### config.mk
export PLATFORM = sky130hd
export DESIGN_NAME = sfx_scheduler
export DESIGN_NICKNAME = d
export VERILOG_FILES = /design/src/rtl/sfx_scheduler_pkg.sv /design/src/rtl/sfx_prio_enc.sv /design/src/rtl/sfx_scheduler.sv
export SDC_FILE = /design/constraint.sdc
export NUM_CORES = 1
export LEC_CHECK = 0
export CORE_ASPECT_RATIO = 1.4
export CORE_UTILIZATION = 55
export DETAILED_ROUTE_END_ITERATION = 8
export PLACE_DENSITY = 0.92
export SYNTH_ARGS = -nofsm -noshare
export SYNTH_HDL_FRONTEND = slang
export SYNTH_SLANG_ARGS = --single-unit
### constraint.sdc
create_clock -name clk -period 3.5 [get_ports clk]
set_clock_uncertainty 0.1 [all_clocks]
set_input_delay 0.35 -clock clk [delete_from_list [all_inputs] [get_ports clk]]
set_output_delay 0.35 -clock clk [all_outputs]
set_load 0.02 [all_outputs]
### src/rtl/sfx_scheduler_pkg.sv
// ----------------------------------------------------------------------------
// sfx_scheduler_pkg
// Shared definitions for the sound-effect scheduler:
//   - state_t   : scheduler FSM states (IDLE / PLAY / GAP)
//   - sfx_id_t  : encoded sound id carried on the 'active' output
//   - frame constants for long sounds, short sounds and the inter-sound gap
//   - small helpers mapping an id to its class, duration and one-hot vector
// One-hot vectors use the layout {failure, success, eat, new_input, tick},
// i.e. bit 4 is the highest priority and bit 0 the lowest.
// ----------------------------------------------------------------------------
package sfx_scheduler_pkg;

   typedef enum logic [1:0] {
      ST_IDLE = 2'd0,
      ST_PLAY = 2'd1,
      ST_GAP  = 2'd2
   } state_t;

   typedef enum logic [2:0] {
      SFX_NONE      = 3'd0,
      SFX_FAILURE   = 3'd1,
      SFX_SUCCESS   = 3'd2,
      SFX_EAT       = 3'd3,
      SFX_NEW_INPUT = 3'd4,
      SFX_TICK      = 3'd5
   } sfx_id_t;

   localparam int unsigned LONG_FRAMES  = 24;
   localparam int unsigned SHORT_FRAMES = 4;
   localparam int unsigned GAP_FRAMES   = 2;

   localparam int unsigned NUM_SFX  = 5;
   localparam int unsigned NUM_LONG = 3;

   // Ids 1..3 are the long class; lower id means higher priority.
   function automatic logic is_long(input logic [2:0] id);
      return (id >= SFX_FAILURE) && (id <= SFX_EAT);
   endfunction

   // Number of frame ticks a sound of the given id plays for.
   function automatic logic [4:0] play_frames(input logic [2:0] id);
      return is_long(id) ? 5'(LONG_FRAMES) : 5'(SHORT_FRAMES);
   endfunction

   // Id to one-hot {failure, success, eat, new_input, tick}.
   function automatic logic [NUM_SFX-1:0] sfx_onehot(input logic [2:0] id);
      logic [NUM_SFX-1:0] v;
      v = '0;
      case (id)
         SFX_FAILURE:   v = 5'b10000;
         SFX_SUCCESS:   v = 5'b01000;
         SFX_EAT:       v = 5'b00100;
         SFX_NEW_INPUT: v = 5'b00010;
         SFX_TICK:      v = 5'b00001;
         default:       v = 5'b00000;
      endcase
      return v;
   endfunction

endpackage

### src/rtl/sfx_prio_enc.sv
// ----------------------------------------------------------------------------
// sfx_prio_enc
// Combinational 5-to-id priority encoder. The input vector is laid out as
// {failure, success, eat, new_input, tick}; the highest set bit wins and is
// reported as its sound id (1..5), or 0 when no bit is set.
// Ports:
//   req : in  [4:0] candidate sounds, bit 4 highest priority
//   id  : out [2:0] encoded id of the winning sound, 0 = none
// ----------------------------------------------------------------------------
module sfx_prio_enc
   import sfx_scheduler_pkg::*;
(
   input  logic [4:0] req,
   output logic [2:0] id
);

   always_comb begin
      id = SFX_NONE;
      if (req[4])      id = SFX_FAILURE;
      else if (req[3]) id = SFX_SUCCESS;
      else if (req[2]) id = SFX_EAT;
      else if (req[1]) id = SFX_NEW_INPUT;
      else if (req[0]) id = SFX_TICK;
   end

endmodule

### src/rtl/sfx_scheduler.sv
// ----------------------------------------------------------------------------
// sfx_scheduler
// Arbitrates game-event sound requests into single-cycle trigger pulses for a
// sound generator. Long sounds (failure, success, eat) are remembered in a
// pending register until they can play; short sounds (new_input, tick) are
// only taken when the scheduler is completely idle. Each sound plays for a
// number of video frames, followed by a fixed gap of silence. A pending long
// sound of higher priority cuts off whatever is playing.
// Ports:
//   clk, rst_n          : clock, asynchronous active-low reset
//   vsync               : frame sync level, a rising edge counts one frame
//   req_failure .. tick : single-cycle request strobes
//   mute                : level, silences everything and clears pending
//   sfx_failure .. tick : registered single-cycle trigger pulses
//   busy                : high whenever the FSM is not IDLE
//   active              : id of the sound currently playing (0 = none)
// ----------------------------------------------------------------------------
module sfx_scheduler
   import sfx_scheduler_pkg::*;
(
   input  logic       clk,
   input  logic       rst_n,
   input  logic       vsync,
   input  logic       req_failure,
   input  logic       req_success,
   input  logic       req_eat,
   input  logic       req_new_input,
   input  logic       req_tick,
   input  logic       mute,
   output logic       sfx_failure,
   output logic       sfx_success,
   output logic       sfx_eat,
   output logic       sfx_new_input,
   output logic       sfx_tick,
   output logic       busy,
   output logic [2:0] active
);

   localparam logic [1:0] GAP_LAST = 2'(GAP_FRAMES - 1);

   state_t             state;
   state_t             state_nxt;
   logic [NUM_LONG-1:0] pending;
   logic [4:0]         frame_cnt;
   logic [1:0]         gap_cnt;
   logic               prev_vsync;
   logic [2:0]         active_q;
   logic [NUM_SFX-1:0] sfx_q;

   logic               frame_tick;
   logic               short_ok;
   logic [NUM_SFX-1:0] cand;
   logic [2:0]         enc_id;
   logic [NUM_SFX-1:0] issue_vec;
   logic [NUM_LONG-1:0] clear_mask;
   logic [NUM_LONG-1:0] long_req;
   logic [4:0]         last_frame;

   logic               issue;
   logic               play_done;
   logic               gap_done;

   assign frame_tick = vsync && !prev_vsync;
   assign long_req   = {req_failure, req_success, req_eat};
   assign last_frame = play_frames(active_q) - 5'd1;

   // Short requests have no storage: they are taken only if nothing else is
   // going on this very cycle, otherwise they simply vanish.
   assign short_ok = (state == ST_IDLE) && (pending == '0);

   // Candidate vector for the shared encoder. In IDLE the pending long bits
   // outrank any short request by construction of the bit order; in PLAY only
   // pending long sounds are candidates (for preemption); in GAP nothing is.
   always_comb begin
      cand = '0;
      case (state)
         ST_IDLE: cand = {pending, req_new_input & short_ok, req_tick & short_ok};
         ST_PLAY: cand = {pending, 2'b00};
         default: cand = '0;
      endcase
   end

   sfx_prio_enc u_prio_enc (
      .req (cand),
      .id  (enc_id)
   );

   // ---------------------------------------------------------------- FSM ----
   // State register.
   always_ff @(posedge clk or negedge rst_n) begin
      if (!rst_n) begin
         state <= ST_IDLE;
      end else begin
         state <= state_nxt;
      end
   end

   // Next-state logic. Mute overrides everything.
   always_comb begin
      state_nxt = state;
      if (mute) begin
         state_nxt = ST_IDLE;
      end else begin
         case (state)
            ST_IDLE: if (issue)     state_nxt = ST_PLAY;
            ST_PLAY: if (play_done) state_nxt = ST_GAP;
            ST_GAP:  if (gap_done)  state_nxt = ST_IDLE;
            default:                state_nxt = ST_IDLE;
         endcase
      end
   end

   // FSM decode: when to issue, when the current sound ends, when the gap ends.
   // A preempting issue in PLAY wins over a sound ending in the same cycle.
   always_comb begin
      issue     = 1'b0;
      play_done = 1'b0;
      gap_done  = 1'b0;
      if (!mute) begin
         case (state)
            ST_IDLE: issue = (enc_id != SFX_NONE);
            ST_PLAY: begin
               // Lower id = higher priority; active_q is never 0 in PLAY.
               issue     = (enc_id != SFX_NONE) && (enc_id < active_q);
               play_done = !issue && frame_tick && (frame_cnt == last_frame);
            end
            ST_GAP:  gap_done = frame_tick && (gap_cnt == GAP_LAST);
            default: ;
         endcase
      end
   end

   // ------------------------------------------------------------ datapath ---
   assign issue_vec  = issue ? sfx_onehot(enc_id) : '0;
   assign clear_mask = issue_vec[NUM_SFX-1:NUM_SFX-NUM_LONG];

   // Vsync edge detector runs regardless of mute so the first frame after
   // unmute is not double counted.
   always_ff @(posedge clk or negedge rst_n) begin
      if (!rst_n) begin
         prev_vsync <= 1'b0;
      end else begin
         prev_vsync <= vsync;
      end
   end

   // Pending long requests: clearing by issue happens before the new request
   // is OR-ed in, so a request coinciding with its own issue is kept.
   always_ff @(posedge clk or negedge rst_n) begin
      if (!rst_n) begin
         pending <= '0;
      end else if (mute) begin
         pending <= '0;
      end else begin
         pending <= (pending & ~clear_mask) | long_req;
      end
   end

   always_ff @(posedge clk or negedge rst_n) begin
      if (!rst_n) begin
         active_q <= SFX_NONE;
      end else if (mute) begin
         active_q <= SFX_NONE;
      end else if (issue) begin
         active_q <= enc_id;
      end else if (play_done) begin
         active_q <= SFX_NONE;
      end
   end

   always_ff @(posedge clk or negedge rst_n) begin
      if (!rst_n) begin
         frame_cnt <= '0;
      end else if (mute || issue || play_done) begin
         frame_cnt <= '0;
      end else if ((state == ST_PLAY) && frame_tick) begin
         frame_cnt <= frame_cnt + 5'd1;
      end
   end

   always_ff @(posedge clk or negedge rst_n) begin
      if (!rst_n) begin
         gap_cnt <= '0;
      end else if (mute || gap_done) begin
         gap_cnt <= '0;
      end else if ((state == ST_GAP) && frame_tick) begin
         gap_cnt <= gap_cnt + 2'd1;
      end
   end

   // Trigger pulses: one cycle, at most one bit set since issue_vec is one-hot.
   always_ff @(posedge clk or negedge rst_n) begin
      if (!rst_n) begin
         sfx_q <= '0;
      end else begin
         sfx_q <= issue_vec;
      end
   end

   assign sfx_failure   = sfx_q[4];
   assign sfx_success   = sfx_q[3];
   assign sfx_eat       = sfx_q[2];
   assign sfx_new_input = sfx_q[1];
   assign sfx_tick      = sfx_q[0];
   assign busy          = (state != ST_IDLE);
   assign active        = active_q;

endmodule

# Word-level counts from Yosys, hierarchy flattened
# Index checks and enable logic that the tools add are counted.
[word_totals]
regBits = 21
latch_bits = 0
ramBits = 0
mem_bits_ro = 0
input_bits = 9
output_inout_bits = 9
elab_cells = 80
mem_count = 0
[classes]
add_sub_neg = 3
n_mul = 0
n_div = 0
n_lt_le_gt_ge = 3
eq_ne = 12
n_shift = 0
n_mux = 28
bitwise_logic = 5
n_reduce_logical = 22
[op_table]
columns = ["cell", "count"]
rows = [
  ["two-way mux 3 bit", 9],
  ["case mux 5 bit (5 select lines)", 1],
  ["two-way mux 5 bit", 4],
  ["two-way mux 2 bit", 6],
  ["case mux 5 bit (2 select lines)", 1],
  ["logical AND 1 bit", 9],
  ["!= test 3 bit, second input constant", 3],
  ["equality test 3 x 2 -> 1 bit, second input constant", 2],
  ["equality test 3 bit, second input constant", 2],
  ["case mux 2 bit (3 select lines)", 1],
  ["nonzero test 2 bit", 3],
  ["nonzero test 3 bit", 2],
  ["adder 5 x 1 -> 5 bit, second input constant", 1],
  ["equality test 5 bit", 1],
  ["two-way mux 1 bit", 5],
  ["subtractor 5 x 1 -> 5 bit, second input constant", 1],
  ["equality test 2 x 1 -> 1 bit, second input constant", 2],
  ["AND 3 bit", 1],
  ["equality test 3 x 1 -> 1 bit, second input constant", 1],
  [">= comparator 3 x 1 -> 1 bit, second input constant", 1],
  ["less-or-equal comparator 3 x 2 -> 1 bit, second input constant", 1],
  ["zero test 3 bit", 1],
  ["logical OR 1 bit", 3],
  ["< comparator 3 bit", 1],
  ["other kinds (9)", 11],
]

# Longest topological paths before layout
# Gate-level depths: netlist of run 1.
[logic_depth]
ltp_word = 19
depth_mapped = 8
mapped_depth_nobuf = 7

# Cells and area by module
# A second synthesis of run 1 with hierarchy kept.
[hier_totals]
cells_unflattened = 113
hier_area_um2 = 1153.6
[modules_own_cells]
columns = ["mod", "n_inst", "cells_each", "area_each_um2", "seq_area_each_um2"]
rows = [
  ["sfx_scheduler", 1, 106, 1116.1, 525.5],
  ["sfx_prio_enc", 1, 7, 37.5, 0.0],
]

# Worst setup path before layout of run 1
# Ideal clock, no wire load.
[synth_timing]
kind = "register to register"
start = "register pending[2]"
end = "register active_q[0], in the netlist active[0]"
arrival_ns = 2.089
required_time_ns = 3.275
setup_slack_ns = 1.186
path_stages_with_launch = 7
path_cell_list = "dfrtp_1 > buf_6 > or4_4 > or4b_4 > o211ai_2 > a21o_4 > mux2_4"
[synth_between]
elab_chain_len = 17
elab_cells_between_ends = 23
classes_between = "1 x order compare; 12 x mux; 2 x bitwise; 8 x reduce/logical"
[synth_rtl]
columns = ["element", "line", "rtl"]
rows = [
  ["start: declaration", "sfx_scheduler.sv:43", "logic [NUM_LONG-1:0] pending;"],
  ["start signal: assignment", "sfx_scheduler.sv:155", "pending <= (pending & ~clear_mask) | long_req;"],
  ["zero test 3 bit", "sfx_scheduler.sv:69", "assign short_ok = (state == ST_IDLE) && (pending == '0);"],
  ["logical AND 1 bit", "sfx_scheduler.sv:69", ""],
  ["AND 1 bit", "sfx_scheduler.sv:77", "ST_IDLE: cand = {pending, req_new_input & short_ok, req_tick & short_ok};"],
  ["case mux 5 bit (2 select lines) (*)", "sfx_scheduler.sv:76", "case (state)"],
  ["two-way mux 3 bit", "sfx_prio_enc.sv:23", "else if (req[0]) id = SFX_TICK;"],
  ["two-way mux 3 bit", "sfx_prio_enc.sv:22", "else if (req[1]) id = SFX_NEW_INPUT;"],
  ["two-way mux 3 bit", "sfx_prio_enc.sv:21", "else if (req[2]) id = SFX_EAT;"],
  ["two-way mux 3 bit", "sfx_prio_enc.sv:20", "else if (req[3]) id = SFX_SUCCESS;"],
  ["two-way mux 3 bit (*)", "sfx_prio_enc.sv:19", "if (req[4]) id = SFX_FAILURE;"],
  ["< comparator 3 bit / nonzero test 3 bit (equally long branches)", "sfx_scheduler.sv:124, sfx_scheduler.sv:121", ""],
  ["logical AND 1 bit", "sfx_scheduler.sv:124", "issue = (enc_id != SFX_NONE) && (enc_id < active_q);"],
  ["zero test 1 bit", "sfx_scheduler.sv:125", "play_done = !issue && frame_tick && (frame_cnt == last_frame);"],
  ["logical AND 1 bit (2 in series)", "sfx_scheduler.sv:125", ""],
  ["two-way mux 1 bit", "sfx_scheduler.sv:120", "case (state)"],
  ["two-way mux 1 bit", "sfx_scheduler.sv:119", "if (!mute) begin"],
  ["nonzero test 3 bit (no line)", "--", ""],
  ["end signal: assignment", "sfx_scheduler.sv:165", "active_q <= enc_id;"],
  ["end: declaration", "sfx_scheduler.sv:47", "logic [2:0] active_q;"],
]
# Mark *: on every way between the ends. The rest lies on a longest branch, timed or not.
# A chain may end at the register's enable or synchronous reset.

# Worst setup path after layout of run 1
[layout_timing]
start = "register state[1]"
end = "register active_q[1], in the netlist active[1]"
[layout_between]
elab_chain_len = 17
elab_cells_between_ends = 24
classes_between = "1 x order compare; 1 x eq/ne; 12 x mux; 2 x bitwise; 8 x reduce/logical"
[layout_rtl]
columns = ["element", "line", "rtl"]
rows = [
  ["start: declaration", "sfx_scheduler.sv:41", "state_t state;"],
  ["start signal: assignment", "sfx_scheduler.sv:94", "state <= state_nxt;"],
  ["zero test 2 bit", "sfx_scheduler.sv:69, sfx_scheduler.sv:76, sfx_scheduler.sv:120", ""],
  ["logical AND 1 bit", "sfx_scheduler.sv:69", ""],
  ["AND 1 bit", "sfx_scheduler.sv:77", ""],
  ["case mux 5 bit (2 select lines)", "sfx_scheduler.sv:76", ""],
  ["two-way mux 3 bit", "sfx_prio_enc.sv:23", ""],
  ["two-way mux 3 bit", "sfx_prio_enc.sv:22", ""],
  ["two-way mux 3 bit", "sfx_prio_enc.sv:21", ""],
  ["two-way mux 3 bit", "sfx_prio_enc.sv:20", ""],
  ["two-way mux 3 bit", "sfx_prio_enc.sv:19", ""],
  ["< comparator 3 bit / nonzero test 3 bit (equally long branches)", "sfx_scheduler.sv:124, sfx_scheduler.sv:121", ""],
  ["logical AND 1 bit", "sfx_scheduler.sv:124", ""],
  ["zero test 1 bit", "sfx_scheduler.sv:125", ""],
  ["logical AND 1 bit (2 in series)", "sfx_scheduler.sv:125", ""],
  ["two-way mux 1 bit", "sfx_scheduler.sv:120", ""],
  ["two-way mux 1 bit", "sfx_scheduler.sv:119", ""],
  ["nonzero test 3 bit (no line)", "--", ""],
]
# Parallel ways exist; a longest one is shown, timed or not.

==> results of run 1 <==
## metrics by stage
step / hold WS (ps) / cell area, sq um / worst slack [ps] / util (%) / power [W]
finish: 431.0 / 1343 / 948.4 / 68.04 / 0.0005932
global route: 430.5 / 1343 / 761.1 / 68.04 / 0.0006241
CTS: 432.9 / 1343 / 956.1 / 68.04 / 0.0005921
detailed placement: 455.4 / 1316 / 906.3 / 66.71 / 0.0004739
global placement: 430.8 / 1316 / 1010 / 66.71 / 0.0004667
floorplan: -45.59 / 1152 / 1186 / - / 0.0004121
## cells by family (layout without fill, tap and decap cells)
family / after synthesis / after routing
AND/OR/NAND/NOR: 48 / 48
adder cells (fa/ha/maj): 4 / 4
buffers and inverters: 11 / 28
multiplexers: 5 / 5
XOR/XNOR: 5 / 5
AO/OA/AOI/OAI: 19 / 19
flip-flops: 21 / 21
## worst paths after layout
check | cells after the start | end | slack [ps]
worst min-delay path | 1 | sfx_q[4]$_DFF_PN0_ | 430
min in group clk | 1 | prev_vsync$_DFF_PN0_ | 440
worst max register to register | 5 | active[1]$_DFFE_PN0N_ | 950
worst max-delay path | 5 | active[1]$_DFFE_PN0N_ | 950
worst min register to register | 2 | gap_cnt[0]$_DFFE_PN0P_ | 480
max in group asynchronous | 1 | frame_cnt[4]$_DFFE_PN0P_ | 2320
## registers in the layout (all words and copies together) (netlist names)
signal and count:
active 3, frame_cnt 5, gap_cnt 2, pending 3, prev_vsync 1, sfx_q 5
state 2
## cell usage in the layout (no fill, tap or decap), types with 2 or more instances in the layout
cell type,n
nand3_1,2
nor4_1,2
xnor2_1,2
nand2_1,5
xor2_1,3
a31oi_1,3
nor3_1,10
a211oi_1,4
ha_1,3
mux2i_1,3
a21oi_1,2
clkdlybuf4s50_1,17
and3_1,3
nand4_1,2
o21a_1,2
inv_1,7
mux2_4,2
clkbuf_4,3
and2_1,2
dfrtp_1,21
nor2_1,14
## power by group
part	internal [W]	switching (W)	total, W
Combinational	0.0000879	0.000105	0.000193
Clock	0.0000445	0.0000734	0.000118
Sequential	0.000259	0.0000229	0.000282
## routing by layer
layer | routed length [um] | GRT usage [%]
met4 | 27 | 12.86
met1 | 921 | 30.79
met2 | 1268 | 39.68
met3 | 156 | 5.600
met5 | 0 | 0
## final cells by class
class                           instances  area share, %
Inverter                                7          1.957
Timing Repair Buffer                   17          12.67
Sequential cell                        21          39.14
Clock buffer                            4          1.957
Tap cell                               21          1.957
Multi-Input combinational cell         81          42.31
==> results.sh, run 1 <==
export IMPL_synth_top_area_share_pct=45.60
export IMPL_min_period_ps=2552
export IMPL_synth_compound_area_share_pct=12.81
export IMPL_cts_root_buf="clkbuf_4"
export IMPL_multi_input_area_sq_um=568.0
export IMPL_rr_startpoint="state[1]$_DFFE_PN0P_"
export IMPL_synth_top_family_by_area="simple AND/OR/NAND/NOR gates"
export IMPL_vias=960
export IMPL_first_global_vias=962
export IMPL_yosysTopAreaCell="dfrtp_1"
export IMPL_path_buf_inv=0
export IMPL_routabilityCongestion=0.8693
export IMPL_outcome="completed"
export IMPL_finalHoldViolCount=0
export IMPL_crit_fanout=14
export IMPL_place_inst=147
export IMPL_cts_hold_buf=0
export IMPL_postCtsSetupBuffers=0
export IMPL_tns_ps=0
export IMPL_diodes=0
export IMPL_cts_tree="yes"
export IMPL_clkTransAtPathRegs_ps=120
export IMPL_endpoint_kind="flop"
export IMPL_synth_fp_nets=125
export IMPL_cts_sinks=21
export IMPL_netlist_instances=113
export IMPL_die_width_um=40.69
export IMPL_cap_viol_max_count=0
export IMPL_clock_path_buffers=2
export IMPL_synthSimpleGateAreaFrac_pct=23.34
export IMPL_yosys_area_share_adder_pct=4.126
export IMPL_grt_max_degree=22
export IMPL_crit_type="reg2reg"
export IMPL_arrival_ps=2650
export IMPL_synth_distinct_cells=40
export IMPL_synth_seq_cells=21
export IMPL_firstDrtPassIters=5
export IMPL_ioPinCount=18
export IMPL_clock_latency_ps=310
export IMPL_post_synth_top_count_cell="dfrtp_1"
export IMPL_synth_mux_area_share_pct=5.212
export IMPL_peakVddDrop_v=0.0002791
export IMPL_cts_repair_resize_count=0
export IMPL_cts_buffers=3
export IMPL_path_delay_family="simple AND/OR/NAND/NOR gates"
export IMPL_synthFlopType="dfrtp_1"
export IMPL_synth_area_top_cells="dfrtp_1, nor2_1, nor3_1, ha_1, mux2i_1"
export IMPL_rsz0062_at_grt="false"
export IMPL_synth_common_cells="dfrtp_1, nor2_1, nor3_1"
export IMPL_wl_per_cell_um=15.72
export IMPL_syn_avg_cell_area_sq_um=10.20
export IMPL_drive_gt1_share_pct=10.00
export IMPL_grt_pass1_wl_mm=4.071
export IMPL_cp_start_kind="flop"
export IMPL_synth_edf_count=0
export IMPL_relSlewSlack_pct=40.69
export IMPL_ys_warn_count=0
export IMPL_fillers=135
export IMPL_vias_per_cell=6.358
export IMPL_p_per_area_mw_per_mm2=441.9
export IMPL_min_path_type="in2async"
export IMPL_wirelength_mm=2.373
export IMPL_worst_slew_pin_slew_ps=886.8
export IMPL_fin_crit_sh_pct=72.90
export IMPL_dp_hpwl_mm=1.743
export IMPL_drc=0
export IMPL_drt_iter0_markers=29
export IMPL_antenna_found_initial=0
export IMPL_synth_xor_area_share_pct=3.800
export IMPL_worstPathRequired_ps=3600
export IMPL_die_area_sq_mm=0.002285
export IMPL_final_max_slew_violation_count=0
export IMPL_start_util_pct=58.40
export IMPL_slowest_delay_ps=630
export IMPL_grt_use_total_pct=25.36
export IMPL_setup_viol=0
export IMPL_nNetsFinal=143
export IMPL_core_area_sq_mm=0.001973
export IMPL_p_leak_nw=0.5743
export IMPL_htreeDepth=1
export IMPL_ant_nets=0
export IMPL_fmax_mhz=391.9
export IMPL_die_y_um=56.16
export IMPL_grt_ovfl_total=0
export IMPL_startpoint="state[1]$_DFFE_PN0P_"
export IMPL_synthArstFlopShare_pct=100.0
export IMPL_synthToLayoutAreaGrowth_pct=16.50
export IMPL_io_buffers=17
export IMPL_cp_cell_sequence="or4_4 -> or4b_4 -> o211ai_2 -> a21o_4 -> mux2_4"
export IMPL_regArea_sq_um=525.5
export IMPL_ys_seq_area_share_pct=45.60
export IMPL_syn_cell_area_sq_mm=0.001152
export IMPL_critPathSlowestCell="or4_4"
export IMPL_final_cells=151
export IMPL_num_rows=19
Note: power is estimated with default switching activity, not from simulation.
==> inputs of run 2 (changes only) <==
--- a/config.mk
+++ b/config.mk
@@ -6,9 +6,9 @@
 export NUM_CORES = 1
 export LEC_CHECK = 0
 export CORE_ASPECT_RATIO = 1.4
-export CORE_UTILIZATION = 55
+export CORE_UTILIZATION = 47
 export DETAILED_ROUTE_END_ITERATION = 8
-export PLACE_DENSITY = 0.92
+export PLACE_DENSITY = 0.85
 export SYNTH_ARGS = -nofsm -noshare
 export SYNTH_HDL_FRONTEND = slang
 export SYNTH_SLANG_ARGS = --single-unit
==> constraint.sdc (replaced) <==
create_clock -name clk -period 2.1 [get_ports clk]
set_clock_uncertainty 0.1 [all_clocks]
set_input_delay 0.21 -clock clk [delete_from_list [all_inputs] [get_ports clk]]
set_output_delay 0.21 -clock clk [all_outputs]
set_load 0.02 [all_outputs]
==> run 2 against run 1 <==
  * The run now ends with DRC, setup timing left
  * Die area increased by 16%
  * Global-route usage grew 0.057 points
  * First-iteration DRC count shrank 21%
  * Setup slack worse by 1100 ps
  * Combinational power rose to 2.7 times the previous value
  * Clock-buffer cell count unchanged
  * Design area up 25%
  * Total power rose by 100%
  * Critical path depth is the same
  * Sequential cell count stayed put
  * Register-to-register slack worse by 1100 ps
  * Core utilization is 6.7 points higher
  * Critical path type unchanged
  * Highest routed layer unchanged
==> results.sh, run 2 (synthesis results as in run 1) <==
export IMPL_final_cells=175
export IMPL_synthToLayoutAreaGrowth_pct=46.15
export IMPL_clock_latency_ps=320
export IMPL_fin_crit_sh_pct=108.3
export IMPL_cap_viol_max_count=0
export IMPL_num_rows=20
export IMPL_dp_hpwl_mm=1.988
export IMPL_min_path_type="in2async"
export IMPL_clkTransAtPathRegs_ps=120
export IMPL_cp_cell_sequence="or4_4 -> or4b_4 -> o211ai_4 -> a21o_4 -> mux2_4"
export IMPL_wl_met1_mm=1.214
export IMPL_die_width_um=43.85
export IMPL_cts_sinks=21
export IMPL_path_buf_inv=0
export IMPL_cts_root_buf="clkbuf_4"
export IMPL_grt_use_total_pct=25.42
export IMPL_routabilityCongestion=0.8879
export IMPL_fin_hold_ws_ps=110.3
export IMPL_min_period_ps=2274
export IMPL_peakVddDrop_v=0.0005602
export IMPL_reg_top3="frame_cnt: 5 flops, sfx_q: 5 flops"
export IMPL_grt_max_degree=22
export IMPL_outcome="complete, but fails checks"
export IMPL_nNetsFinal=166
export IMPL_wl_per_cell_um=18.19
export IMPL_core_area_sq_mm=0.002252
export IMPL_dr_wl_met3_um=155
export IMPL_violations="DRC, setup timing"
export IMPL_start_util_pct=51.17
export IMPL_cts_tree="yes"
export IMPL_wl_met2_mm=1.768
export IMPL_drt_iter0_markers=23
export IMPL_fillers=153
export IMPL_crit_fanout=3
export IMPL_setup_viol=18
export IMPL_grt_pass1_wl_mm=4.864
export IMPL_final_max_slew_violation_count=0
export IMPL_slowest_delay_ps=540
export IMPL_htreeDepth=1
export IMPL_drc=1
export IMPL_wirelength_mm=3.183
export IMPL_endpoint_kind="flop"
export IMPL_p_leak_nw=0.7275
export IMPL_setup_ws_ps=-174.1
export IMPL_highest_layer="met4"
export IMPL_drive_gt1_share_pct=34.64
export IMPL_diodes=0
export IMPL_vias_per_cell=6.160
export IMPL_firstDrtPassIters=8
export IMPL_path_delay_family="simple AND/OR/NAND/NOR gates"
export IMPL_rsz0062_at_grt="true"
export IMPL_fmax_mhz=439.7
export IMPL_worstPathRequired_ps=2220
export IMPL_worst_slew_pin_slew_ps=380.9
export IMPL_ioPinCount=18
export IMPL_relSlewSlack_pct=74.41
export IMPL_die_y_um=60.59
export IMPL_antenna_found_initial=0
export IMPL_ant_nets=0
export IMPL_layout_common_cells="dfrtp_1, buf_4, clkdlybuf4s50_1, nor2_1, inv_1"
export IMPL_critPathSlowestCell="or4_4"
export IMPL_die_area_sq_mm=0.002657
export IMPL_vias=1078
export IMPL_first_global_vias=1092
export IMPL_finalHoldViolCount=0
export IMPL_crit_type="reg2reg"
export IMPL_io_buffers=17
export IMPL_grt_ovfl_total=0
export IMPL_clock_path_buffers=2
export IMPL_arrival_ps=2400
export IMPL_place_inst=166
export IMPL_p_per_area_mw_per_mm2=713.0
export IMPL_cp_start_kind="flop"
export IMPL_final_common_cell="dfrtp_1"
export IMPL_cts_buffers=3
==> run 2: changes by cell type in the layout (fill, tap and decap cells not counted), moves of 2 or more <==
cell      change
nor3_1        -7
buf_12        +2
a211oi_1      -3
nor3_4        +2
nor4_1        -2
buf_4        +20
a211oi_2      +3
nor3_2        +5
==> run 2: worst paths after layout <==
path | start | to | slack, ps | cells past startpoint
max in group asynchronous | rst_n | gap_cnt[0]$_DFFE_PN0P_ | 1570 | 2
worst min register to register | gap_cnt[0]$_DFFE_PN0P_ | gap_cnt[0]$_DFFE_PN0P_ | 490 | 2
worst min-delay path | rst_n | sfx_q[0]$_DFF_PN0_ | 110 | 2
min in group clk | vsync | prev_vsync$_DFF_PN0_ | 280 | 1
worst max-delay path | state[1]$_DFFE_PN0P_ | active[0]$_DFFE_PN0N_ | -170 | 5
worst max register to register | state[1]$_DFFE_PN0P_ | active[0]$_DFFE_PN0N_ | -170 | 5
==> run 2: report_power, final <==
part	internal, W	switching (W)	total, W
registers	0.000432	0.0000310	0.000463
clock network	0.0000746	0.000133	0.000208
logic	0.000262	0.000268	0.000530
total	0.000769	0.000432	0.00120
==> run 2: metal layers <==
| layer | global-route usage (%) | up-vias |
|---|---|---|
| li1 | - | 492 |
| met1 | 26.57 | 541 |
| met2 | 47.76 | 41 |
| met3 | 5.655 | 4 |
| met4 | 11.69 | 0 |
| met5 | 0 | - |
==> run 2: area by class of cell <==
class                      count  area [sq um]  area share, %
tap                           22         27.53          1.634
clock buffer                   4         26.28          1.560
sequential                    21         525.5          31.20
inverter                       7         26.28          1.560
timing repair buffer          40         370.4          21.99
multi-input combinational     81         708.2          42.05
==> run 2: per-stage QoR <==
step | setup slack, ps | instance area, sq um | utilization (%) | TNS [ps] | total power (W)
finish | -174.1 | 1684 | 74.78 | -1831 | 0.001201
global route | -218.8 | 1684 | 74.78 | -3077 | 0.001246
CTS | -172.5 | 1643 | 72.94 | -1350 | 0.001156
detailed placement | -158.3 | 1465 | 65.06 | -1566 | 0.0008892
global placement | -116.3 | 1465 | 65.06 | -621.8 | 0.0008740
floorplan | -213.2 | 1152 | - | -612.9 | 0.0006871
==> run 2: repair_timing <==
item / 4_1_cts / 5_1_grt
resized for setup: 24 / 6
hold buffers: 0 / 0
setup buffers: 4 / 1
hold endpoints to repair: 0 / 0
pin swaps: 8 / 0
setup endpoints to repair: 17 / 18
